### src/rtl/mult_seq_ctrl.sv
// Sequential shift-and-add multiplier controller: one N x N operand pair per
// start handshake, N accumulate steps, 2N-bit product with a one-cycle done pulse.
module mult_seq_ctrl #(
  parameter int N = 4,
  localparam int CW = $clog2(N)
) (
  input  logic            clk,
  input  logic            rst,
  input  logic            start,
  input  logic [N-1:0]    a,
  input  logic [N-1:0]    b,
  output logic            busy,
  output logic            done,
  output logic            sel,
  output logic [CW-1:0]   step,
  output logic [2*N-1:0]  product
);

  typedef enum logic [1:0] {
    IDLE = 2'd0,
    RUN  = 2'd1,
    DONE = 2'd2
  } state_t;

  localparam logic [CW-1:0] LAST = CW'(N - 1);

  state_t          state;
  logic [N-1:0]    a_reg;
  logic [N-1:0]    b_reg;
  logic [2*N-1:0]  acc;
  logic [CW-1:0]   count;
  logic [2*N-1:0]  acc_next;

  // Partial product for one step: zero, or the multiplicand shifted into place.
  function automatic logic [2*N-1:0] partial(input logic [N-1:0] mcand,
                                             input logic [CW-1:0] shift,
                                             input logic bit_sel);
    logic [2*N-1:0] ext;
    ext = {{N{1'b0}}, mcand};
    return bit_sel ? (ext << shift) : '0;
  endfunction

  assign busy     = (state != IDLE);
  assign done     = (state == DONE);
  assign sel      = (state == RUN) ? b_reg[count] : 1'b0;
  assign step     = (state == RUN) ? count : '0;
  assign acc_next = acc + partial(a_reg, count, sel);

  always_ff @(posedge clk) begin
    if (rst) begin
      state   <= IDLE;
      a_reg   <= '0;
      b_reg   <= '0;
      acc     <= '0;
      count   <= '0;
      product <= '0;
    end else begin
      case (state)
        IDLE: begin
          if (start) begin
            a_reg <= a;
            b_reg <= b;
            acc   <= '0;
            count <= '0;
            state <= RUN;
          end
        end
        RUN: begin
          acc <= acc_next;
          // Product is loaded on entry to DONE so it is already valid while done=1.
          if (count == LAST) begin
            product <= acc_next;
            state   <= DONE;
          end else begin
            count <= count + 1'b1;
          end
        end
        DONE: begin
          product <= acc;
          state   <= IDLE;
        end
        default: state <= IDLE;
      endcase
    end
  end

endmodule

### config.mk
export PLATFORM = sky130hd
export DESIGN_NAME = mult_seq_ctrl
export DESIGN_NICKNAME = d
export VERILOG_FILES = /design/src/rtl/mult_seq_ctrl.sv
export SDC_FILE = /design/constraint.sdc
export NUM_CORES = 1
export LEC_CHECK = 0
export ABC_AREA = 1
export CORE_ASPECT_RATIO = 0.8
export CORE_UTILIZATION = 30
export CTS_CLUSTER_SIZE = 40
export DETAILED_ROUTE_END_ITERATION = 10
export SKIP_LAST_GASP = 1
export SLEW_MARGIN = 20
export SYNTH_ARGS = -nofsm -noshare
export SYNTH_HDL_FRONTEND = slang
export SYNTH_SLANG_ARGS = --single-unit
### constraint.sdc
create_clock -name clk -period 4.5 [get_ports clk]
set_clock_uncertainty 0.05 [all_clocks]
set_input_delay 1.35 -clock clk [delete_from_list [all_inputs] [get_ports clk]]
set_output_delay 1.35 -clock clk [all_outputs]
set_load 0.02 [all_outputs]
# --- After elaboration in Yosys (flattened, before gate mapping) ---
# Index checks and enable logic that the tools add are counted.
# Widths: inputs -> output; s select.
word_totals:
  ff_bits: 28
  input_bits: 11
  out_inout_bits: 13
  elab_cells: 40
op_classes:
  addsub: 2
  magnitude_cmp: 1
  n_eq_ne: 6
  shift: 1
  muxes: 15
  n_reduce_logical: 9
op_table:
  columns: ["operator", "count"]
  rows:
  - ["$pmux 8 s2", 2]
  - ["$mux 8", 3]
  - ["$mux 2", 5]
  - ["$add 8x8->8", 1]
  - ["$pmux 2 s2", 2]
  - ["$reduce_and 2->1", 4]
  - ["$shl 4x2->8", 1]
  - ["$reduce_bool 2->1", 3]
  - ["$eq 2x2->1 const B", 2]
  - ["$ne 2x2->1 const B", 2]
  - ["$lt 2x3->1 const B", 1]
  - ["$reduce_and 3->1", 1]
  - ["$add 2x1->2 const B", 1]
  - ["$bmux 1 s2", 1]
  - ["$eq 2x1->1 const B", 1]
  - ["$logic_not 2->1", 1]
  - ["$mux 1", 2]
  - ["$ne 2x1->1 const B", 1]

# --- Longest topological paths before layout ---
# Gate-level depths: netlist of the first run.
logic_depth:
  ltp_word: 7
  depth_mapped: 16
  depth_no_buf: 15

# --- Worst setup path after synthesis of the first run ---
# No wires, ideal clock.
synth_timing:
  path_kind: "register -> register"
  from: "register count[0]"
  to: "register product[4]"
  setup_ps: 119
  arrival_ps: 2145
  t_required_ps: 4331
  setup_slack_ps: 2186
  stages_incl_launch_ff: 16
  n_path_buf: 1
  synth_period_minus_slack_ps: 2314
  path_cell_list: "dfxtp_1 > buf_2 > inv_2 > nand2_1 > nand3_1 > nand3_4 > inv_2 > nand2_1 > nor2_1 > ha_1 > fa_1 > nand2_1 > nand3_1 > or2_2 > nand3_1 > a21oi_1"
synth_via:
  elab_chain_len: 7
  word_cells_on_any_way: 11
  cone_classes: "1 x add/sub; 2 x eq/ne; 1 x shift; 6 x mux; 1 x reduce/logical"
synth_rtl:
  columns: ["item", "line", "source"]
  rows:
  - ["start: declaration", "31", "logic [CW-1:0] count;"]
  - ["start signal: assignment", "75", "count <= count + 1'b1;"]
  - ["$bmux 1 s2", "45", "assign sel = (state == RUN) ? b_reg[count] : 1'b0;"]
  - ["$mux 1 (implied by the code)", "45", null]
  - ["$mux 1", "45", null]
  - ["named net sel", "14", "output logic sel,"]
  - ["$mux 8", "40", "return bit_sel ? (ext << shift) : '0;"]
  - ["$add 8x8->8", "47", "assign acc_next = acc + partial(a_reg, count, sel);"]
  - ["$mux 8", "71", "if (count == LAST) begin"]
  - ["$pmux 8 s2", "58", "case (state)"]
  - ["end signal: assignment", "72", "product <= acc_next;"]
  - ["end: declaration", "16", "output logic [2*N-1:0] product"]
# The timed path passes the listed nets, and every way through them passes these cells. The select of a mux whose other input is x is not followed.
# A chain may end at the register's enable or synchronous reset.

# --- Worst setup path in the final report of the first run ---
layout_timing:
  from: "register state[0]"
  to: "output port step[1]"
layout_via:
  elab_chain_len: 2
layout_rtl:
  columns: ["item", "line", "source"]
  rows:
  - ["start: declaration", "27", "state_t state;"]
  - ["start signal: assignment", "51", "state <= IDLE;"]
  - ["start signal: assignment", "65", "state <= RUN;"]
  - ["start signal: assignment", "73", "state <= DONE;"]
  - ["$eq 2x1->1", "46", "assign step = (state == RUN) ? count : '0;"]
  - ["$mux 2", "46", null]
  - ["end: declaration", "15", "output logic [CW-1:0] step,"]
# Every way passes these cells.

==> impl_metrics.py, run 1 <==
metrics = {
    "outcome": {
        "status": "completed",
    },
    "sta": {
        "grt_setup_unrepaired": "no",
        "drv_slew": 0,
        "fin_setup_tns_ps": 0,
        "finalSetupViolCount": 0,
        "relSlewSlack_pct": 55.3,
        "fmaxAchievable_ghz": 0.284,
        "finalCritPeriodShare_pct": 78.2,
        "period_minus_slack_ps": 3520,
        "worst_slew_pin_slew_ps": 670,
        "hold_viol_final": 0,
    },
    "clock_network": {
        "cts_tree": "yes",
        "cts_root_buf": "clkbuf_8",
        "cts_max_level": 1,
        "clk_pin_slew_worst_paths_ps": 90,
        "clk_latency_ps": 270,
        "clock_path_buffers": 2,
        "hold_buffers": 0,
        "post_cts_resized": 0,
        "numCtsBuffers": 3,
        "post_cts_buffers": 0,
        "cts_sinks": 28,
    },
    "detailed_routing": {
        "wl_per_cell_um": 11.1,
        "vias": 1422,
        "route.detailed.drc": 0,
        "wirelength_um": 3520,
        "drtIter0Drc": 83,
        "firstDrtPassIters": 4,
        "antenna_left": 0,
        "via_per_inst": 4.49,
    },
    "setup_path": {
        "crit_path_end_kind": "output port",
        "crit_start": "state[0]",
        "reg2reg_from": "count[0]",
        "cp.arrival_ps": 2120,
        "critPathRequiredTime_ps": 3100,
        "worst-path-max-fanout": 12,
        "start_kind": "flop",
        "critPathKind": "flop to output port",
    },
    "logic_synthesis": {
        "synth.net_count": 253,
        "yosysTopAreaCell": "dfxtp_1",
        "yosysSeqAreaShare_pct": 35.6,
        "synth_cells": 233,
        "syn_area_per_cell_um2": 6.77,
        "synthTopCellsByArea": "dfxtp_1, nand2_1, nor2_1, ha_1, nand3_1",
        "syn_area_mm2": 0.00158,
        "synth_top_cell_area_share_pct": 35.6,
        "synth_common_cells": "nand2_1, nor2_1, dfxtp_1",
        "synth_edf_count": 0,
        "synth_async_sr_flop_share_pct": 0,
        "synth_warnings": 0,
        "ys_seq_elements": 28,
        "synth_flop_cell": "dfxtp_1",
        "synthDistinctLibCells": 29,
        "yosys.cell_count.top_type": "nand2_1",
    },
    "final_layout": {
        "layout.nets": 276,
        "area_growth_pct": 21.4,
        "nFillCells": 531,
        "final_cells": 317,
        "finalInstanceArea_mm2": 0.00191,
        "drive_gt1_share_pct": 5.88,
        "n_antenna_cell": 0,
        "top_regs": "acc (8), product (8)",
    },
    "grt": {
        "grt_pass1_wl_um": 6010,
        "grt_usage_pct": 13.7,
        "antenna_found_initial": 0,
        "grt_pass1_vias": 1272,
        "overflow": 0,
        "grt_max_degree": 16,
    },
    "placed_design": {
        "port_buffers": 23,
        "place_area_mm2": 0.00186,
        "routabilityCongestion": 0.923,
        "dp_cells": 313,
        "dp_hpwl_um": 2660,
    },
    "power_and_ir_drop": {
        "power.density_mw_per_mm2": 252,
        "p_leak_uw": 0.000838,
        "worst_ir_drop_vdd_uv": 124,
    },
    "floorplanning": {
        "dieArea_mm2": 0.00555,
        "rows": 23,
        "core_mm2": 0.00504,
        "ios": 24,
        "die_w_um": 83.1,
        "die_y_um": 66.8,
        "initial_utilization_pct": 31.3,
    },
    "worst_hold_path": {
        "min_from": "acc[7]",
        "hp-class": "flop to flop",
    },
    "job": {
        "max_cap_viol_count": 0,
    },
}
-- cell families after synthesis --
logic type                 Yosys count  synth area share [%]
AOI/OAI and AO/OA                   40                  13.3
xor gates and xnor gates             2                  1.11
and+or+nand+nor                    123                  34.2
adders and majority gates            9                  7.62
DFF                                 28                  35.6
muxes                                1                 0.635
buffers and inverters               30                  7.54
-- final timing paths --
path,to,slack (ps),depth (start not counted)
setup / recovery,step[1],980,5
hold / removal,acc[7],440,2
setup reg to reg,acc[4],1890,14
hold reg to reg,acc[7],440,2
-- cells in the final DEF, fill, tap and decap left out --
cell,netlist,routed
nor2_2,1,1
a21oi_1,17,17
nand4_1,1,1
nand3_1,20,20
fa_1,1,1
mux2i_1,1,1
nand3b_1,1,1
nor2_1,31,31
or2_2,1,1
clkdlybuf4s50_1,0,23
nor3_1,2,2
inv_1,21,21
o21a_1,1,1
nor2_4,1,1
nand2_2,2,2
a211oi_1,2,2
nand2_4,1,1
nand2_1,59,59
clkbuf_8,0,4
xnor2_1,2,2
o21ai_0,18,18
ha_1,8,8
a31oi_1,2,2
nand3_4,1,1
or2_1,2,2
inv_2,4,4
dfxtp_1,28,28
-- report_power, final --
part | internal (µW) | total [µW] | switching [µW]
sequential | 256 | 264 | 7.70
clock | 78.2 | 153 | 74.4
combinational | 25.5 | 65.0 | 39.6
total | 360 | 482 | 122
-- metrics by stage --
stage | power [µW] | hold WS [ps] | setup WS, ps | utilization (%)
2_1_floorplan | 312 | 393 | 2190 | -
3_3_place_gp | 335 | 418 | 1330 | 36.9
3_5_place_dp | 335 | 420 | 1310 | 36.9
4_1_cts | 492 | 436 | 984 | 38.0
5_1_grt | 511 | 459 | 819 | 38.0
6_report | 482 | 437 | 983 | 38.0
-- routing by layer --
layer / track usage [%] / share of wire, %
met1: 20.9 / 58
met2: 19.1 / 39
met3: 3.35 / 2.8
met4: 2.59 / 0.40
met5: 0 / 0
-- worst max-delay path, stage by stage, from the launching register on --
cell and delay, ps:
dfxtp_1 340, inv_1 60, nor2_2 520, inv_1 190
nor2_1 130, clkdlybuf4s50_1 610
-- area by class of cell --
type | instances | area [µm²] | area share [%]
clock buffers | 4 | 55.1 | 2.88
inverters | 25 | 93.8 | 4.90
multi-input cells | 175 | 897 | 46.9
flip-flops and latches | 28 | 561 | 29.3
well taps | 62 | 77.6 | 4.05
repair buffers | 23 | 230 | 12.0
Note: power is estimated with default switching activity, not from simulation.
==> run 2: changes to the inputs <==
- clock period: 4.5 -> 3.4 ns (I/O delays scaled with it)
==> run 2 against run 1 <==
Total power up 45%. Final cell count is 0.95% higher. Hold slack better by 3.5 ps. Clock power rose by 73%. Combinational power rose by 34%. Clock-buffer cell count is 1 lower. Sequential cell count unchanged. Critical path depth stayed put. Die area stayed put.
==> impl_metrics.py, run 2 (synthesis gave the netlist of run 1 again) <==
metrics = {
    "worst_hold_path": {
        "min_from": "acc[0]",
        "hold_end": "acc[0]",
        "hp-class": "flop to flop",
        "worstHoldPathCells": 2,
    },
    "final_layout": {
        "layout.nets": 279,
        "drive_gt1_share_pct": 6.98,
        "top_regs": "acc (8), product (8)",
        "area_growth_pct": 23.9,
        "nFillCells": 518,
        "final_common_cell": "nand2_1",
        "n_antenna_cell": 0,
        "mostFrequentLayoutCells": "nand2_1, nor2_1, dfxtp_1",
    },
    "sta": {
        "relSlewSlack_pct": 72.7,
        "finalCritPeriodShare_pct": 85.9,
        "whs_ps": 440,
        "fin_setup_tns_ps": 0,
        "fmaxAchievable_ghz": 0.342,
        "period_minus_slack_ps": 2920,
        "finalSetupViolCount": 0,
        "worst_slew_pin_slew_ps": 409,
        "layout_setup_ws_ps": 478,
        "drv_slew": 0,
        "grt_setup_unrepaired": "no",
        "hold_viol_final": 0,
    },
    "grt": {
        "overflow": 0,
        "antenna_found_initial": 0,
        "gr-usage-met3_pct": 3.72,
        "top_usage_layer": "met2",
        "met1_usage_pct": 18.9,
        "grt_pass1_vias": 1294,
        "grt_max_degree": 17,
        "use_met2_pct": 21.6,
        "grt_usage_pct": 13.8,
        "grt_pass1_wl_um": 6070,
    },
    "outcome": {
        "status": "completed",
    },
    "detailed_routing": {
        "wirelength_um": 3480,
        "via_per_inst": 4.46,
        "route.detailed.drc": 0,
        "vias": 1426,
        "wl_per_cell_um": 10.9,
        "drtIter0Drc": 83,
        "firstDrtPassIters": 4,
        "antenna_left": 0,
    },
    "clock_network": {
        "post_cts_resized": 0,
        "cts_root_buf": "clkbuf_8",
        "hold_buffers": 0,
        "cts_tree": "yes",
        "clk_latency_ps": 280,
        "clock_path_buffers": 2,
        "clk_pin_slew_worst_paths_ps": 100,
        "cts_sinks": 28,
        "cts_max_level": 1,
        "post_cts_buffers": 0,
        "numCtsBuffers": 3,
    },
    "placed_design": {
        "dp_slack_ps": 795,
        "dp_hpwl_um": 2640,
        "routabilityCongestion": 0.847,
        "port_buffers": 23,
    },
    "setup_path": {
        "worst-path-max-fanout": 11,
        "crit_path_end_kind": "output port",
        "cp.arrival_ps": 1850,
        "cp_cell_sequence": "nand2_1 > nand3_1 > nand3_4 > inv_2 > clkdlybuf4s50_1",
        "worst-r2r-setup-slack_ps": 870,
        "max_stage_delay_ps": 600,
        "reg2reg_from": "count[0]",
        "reg2reg_to": "product[4]",
        "critPathKind": "flop to output port",
        "ff2ff_path_depth": 14,
        "critPathRequiredTime_ps": 2330,
        "start_kind": "flop",
        "crit_slowest_cell": "clkdlybuf4s50_1",
    },
    "floorplanning": {
        "core_mm2": 0.00504,
        "dieArea_mm2": 0.00555,
        "die_y_um": 66.8,
        "initial_utilization_pct": 31.3,
        "ios": 24,
        "rows": 23,
        "die_w_um": 83.1,
    },
    "job": {
        "max_cap_viol_count": 0,
    },
    "power_and_ir_drop": {
        "worst_ir_drop_vdd_uv": 198,
        "power.density_mw_per_mm2": 359,
        "p_leak_uw": 0.000859,
    },
}
[run 2: cell types whose count changed in the layout (fill, tap and decap cells not counted)]
cell       delta
clkbuf_8      -1
bufinv_16     +1
buf_4         +3
[run 2: worst max-delay path, delay by kind of cell, from the launching register on]
kind / cells / cell delay, ps
buffers and inverters: 2 / 690
DFF: 1 / 530
and+or+nand+nor: 3 / 340
[run 2: worst max-delay path by stage]
stage	startpoint	endpoint	cells after the start	slack, ps
6_report	count[0]	sel	5	480
5_1_grt	count[0]	sel	5	330
4_1_cts	count[0]	sel	5	470
3_5_place_dp	count[0]	sel	5	790
3_3_place_gp	count[0]	sel	5	830
2_1_floorplan	count[0]	product[4]	15	1090
[run 2: through the flow]
| step | utilization [%] | std cells | power (µW) | instance area [µm²] |
|---|---|---|---|---|
| after floorplan | - | 233 | 412 | 1580 |
| after global placement | 37.4 | 316 | 446 | 1880 |
| after detailed placement | 37.4 | 316 | 445 | 1880 |
| after CTS | 38.8 | 320 | 713 | 1950 |
| after global routing | 38.8 | 320 | 738 | 1950 |
| final | 38.8 | 320 | 701 | 1950 |
[run 2: area by class of cell]
| type | instances | area, µm² | share of cell area (%) |
|---|---|---|---|
| inverters | 25 | 93.8 | 4.80 |
| well taps | 62 | 77.6 | 3.97 |
| repair buffers | 26 | 253 | 12.9 |
| multi-input cells | 175 | 897 | 45.9 |
| flip-flops and latches | 28 | 561 | 28.7 |
| clock inverters | 1 | 30.0 | 1.54 |
| clock buffers | 3 | 41.3 | 2.11 |
[run 2: per-layer routing]
metal	up-vias	routed length [µm]
li1	807	-
met1	588	1940
met2	29	1400
met3	2	127
met4	0	14
met5	-	0
[run 2: report_power, final]
| group | leakage (µW) | switching [µW] | internal, µW |
|---|---|---|---|
| Sequential | 0.000228 | 9.78 | 339 |
| Combinational | 0.000596 | 51.7 | 35.7 |
| Clock | 0.0000357 | 106 | 158 |
==> run 3: changes to the inputs <==
- CORE_MARGIN: default -> 10
- CORE_UTILIZATION: 30 -> 25
==> run 3 against run 2 <==
Combinational power rose by 0.7%. Non-clock buffer count did not move. Critical path depth did not move. Via count rose by 5.0%. Wire length up 15%. Final cell count grew 5.6%. Worst setup slack gained 7.2 ps. First-iteration DRC count fell by 14%. Critical endpoint unchanged.
==> impl_metrics.py, run 3 (synthesis gave the netlist of run 1 again) <==
metrics = {
    "clock_network": {
        "cts_tree": "yes",
        "numCtsBuffers": 3,
        "clock_path_buffers": 2,
        "cts_max_level": 1,
        "post_cts_buffers": 0,
        "cts_root_buf": "clkbuf_8",
        "post_cts_resized": 0,
        "clk_latency_ps": 270,
        "hold_buffers": 0,
        "clk_pin_slew_worst_paths_ps": 90,
        "cts_sinks": 28,
    },
    "floorplanning": {
        "die_y_um": 91.0,
        "rows": 25,
        "die_w_um": 109,
        "dieArea_mm2": 0.00990,
        "core_mm2": 0.00601,
        "ios": 24,
        "initial_utilization_pct": 26.2,
    },
    "final_layout": {
        "top_regs": "acc (8), product (8)",
        "n_antenna_cell": 0,
        "layout.nets": 279,
        "final_common_cell": "nand2_1",
        "drive_gt1_share_pct": 6.61,
        "area_growth_pct": 23.5,
        "mostFrequentLayoutCells": "nand2_1, nor2_1, dfxtp_1",
        "postLayoutCoreUtil_pct": 32.4,
        "nFillCells": 662,
    },
    "grt": {
        "antenna_found_initial": 0,
        "grt_max_degree": 16,
        "grt_pass1_wl_um": 6710,
        "overflow": 0,
        "grt_pass1_vias": 1359,
        "grt_usage_pct": 8.19,
    },
    "placed_design": {
        "port_buffers": 23,
        "routabilityCongestion": 0.838,
        "dp_slack_ps": 779,
        "dp_hpwl_um": 3160,
    },
    "detailed_routing": {
        "wl_per_cell_um": 11.8,
        "drtIter0Drc": 71,
        "antenna_left": 0,
        "route.detailed.drc": 0,
        "firstDrtPassIters": 4,
        "wirelength_um": 3990,
        "via_per_inst": 4.43,
        "vias": 1498,
    },
    "job": {
        "max_cap_viol_count": 0,
    },
    "setup_path": {
        "critPathRequiredTime_ps": 2330,
        "critPathKind": "flop to output port",
        "cp.arrival_ps": 1840,
        "max_stage_delay_ps": 610,
        "crit_slowest_cell": "clkdlybuf4s50_1",
        "cp_top_family": "buffers and inverters",
        "cp_cell_sequence": "nand2_1 > nand3_1 > nand3_4 > inv_2 > clkdlybuf4s50_1",
        "crit_path_end_kind": "output port",
        "crit_buf_inv": 2,
        "worst-path-max-fanout": 11,
        "start_kind": "flop",
    },
    "sta": {
        "grt_setup_unrepaired": "no",
        "worst_slew_pin_slew_ps": 478,
        "finalCritPeriodShare_pct": 85.7,
        "fin_setup_tns_ps": 0,
        "relSlewSlack_pct": 68.1,
        "fmaxAchievable_ghz": 0.343,
        "hold_viol_final": 0,
        "period_minus_slack_ps": 2910,
        "drv_slew": 0,
        "whs_ps": 435,
        "layout_setup_ws_ps": 485,
        "finalSetupViolCount": 0,
    },
    "power_and_ir_drop": {
        "worst_ir_drop_vdd_uv": 168,
        "power.density_mw_per_mm2": 315,
        "p_leak_uw": 0.000845,
    },
    "outcome": {
        "status": "completed",
    },
    "worst_hold_path": {
        "hp-class": "flop to flop",
    },
}
==> run 3: cell types whose count changed in the layout (fill, tap and decap cells not counted), sizes merged <==
cell	before	now
bufinv	1	0
==> run 3: layout make-up <==
cell class                      instances  area, µm²  share of cell area (%)
Multi-Input combinational cell        175        897                    46.1
Tap cell                               81        101                    5.21
Sequential cell                        28        561                    28.8
Clock buffer                            3       41.3                    2.12
Timing Repair Buffer                   26        253                    13.0
Inverter                               25       93.8                    4.82
==> run 3: path summary, 6_finish.rpt <==
kind / start / endpoint / slack (ps) / cells past startpoint
min reg2reg: acc[7] / acc[7] / 440 / 2
max reg2reg: count[0] / product[4] / 840 / 14
max: count[0] / sel / 490 / 5
min: acc[7] / acc[7] / 440 / 2
==> run 3: power breakdown <==
part / leakage (µW) / internal (µW) / switching (µW)
sequential: 0.000228 / 339 / 10.1
clock: 0.0000216 / 79.5 / 96.4
combinational: 0.000596 / 35.7 / 52.3
==> run 3: per-layer routing <==
metal	global-route usage (%)	vias up	routed length (µm)
li1	-	803	-
met1	11.4	664	2070
met2	12.2	29	1710
met3	2.47	2	196
met4	1.32	0	14
met5	0	-	0
==> run 3: per-stage QoR <==
stage | area [µm²] | power (µW) | cells
CTS | 1950 | 625 | 338
global route | 1950 | 653 | 338
detailed placement | 1910 | 446 | 335
floorplan | 1580 | 412 | 233
finish | 1950 | 613 | 338
global placement | 1910 | 446 | 335
==> run 3: worst min-delay path, cell delays in order (launching register included) <==
cell and delay [ps]:
dfxtp_1 330, nand2_1 60, a21oi_1 50
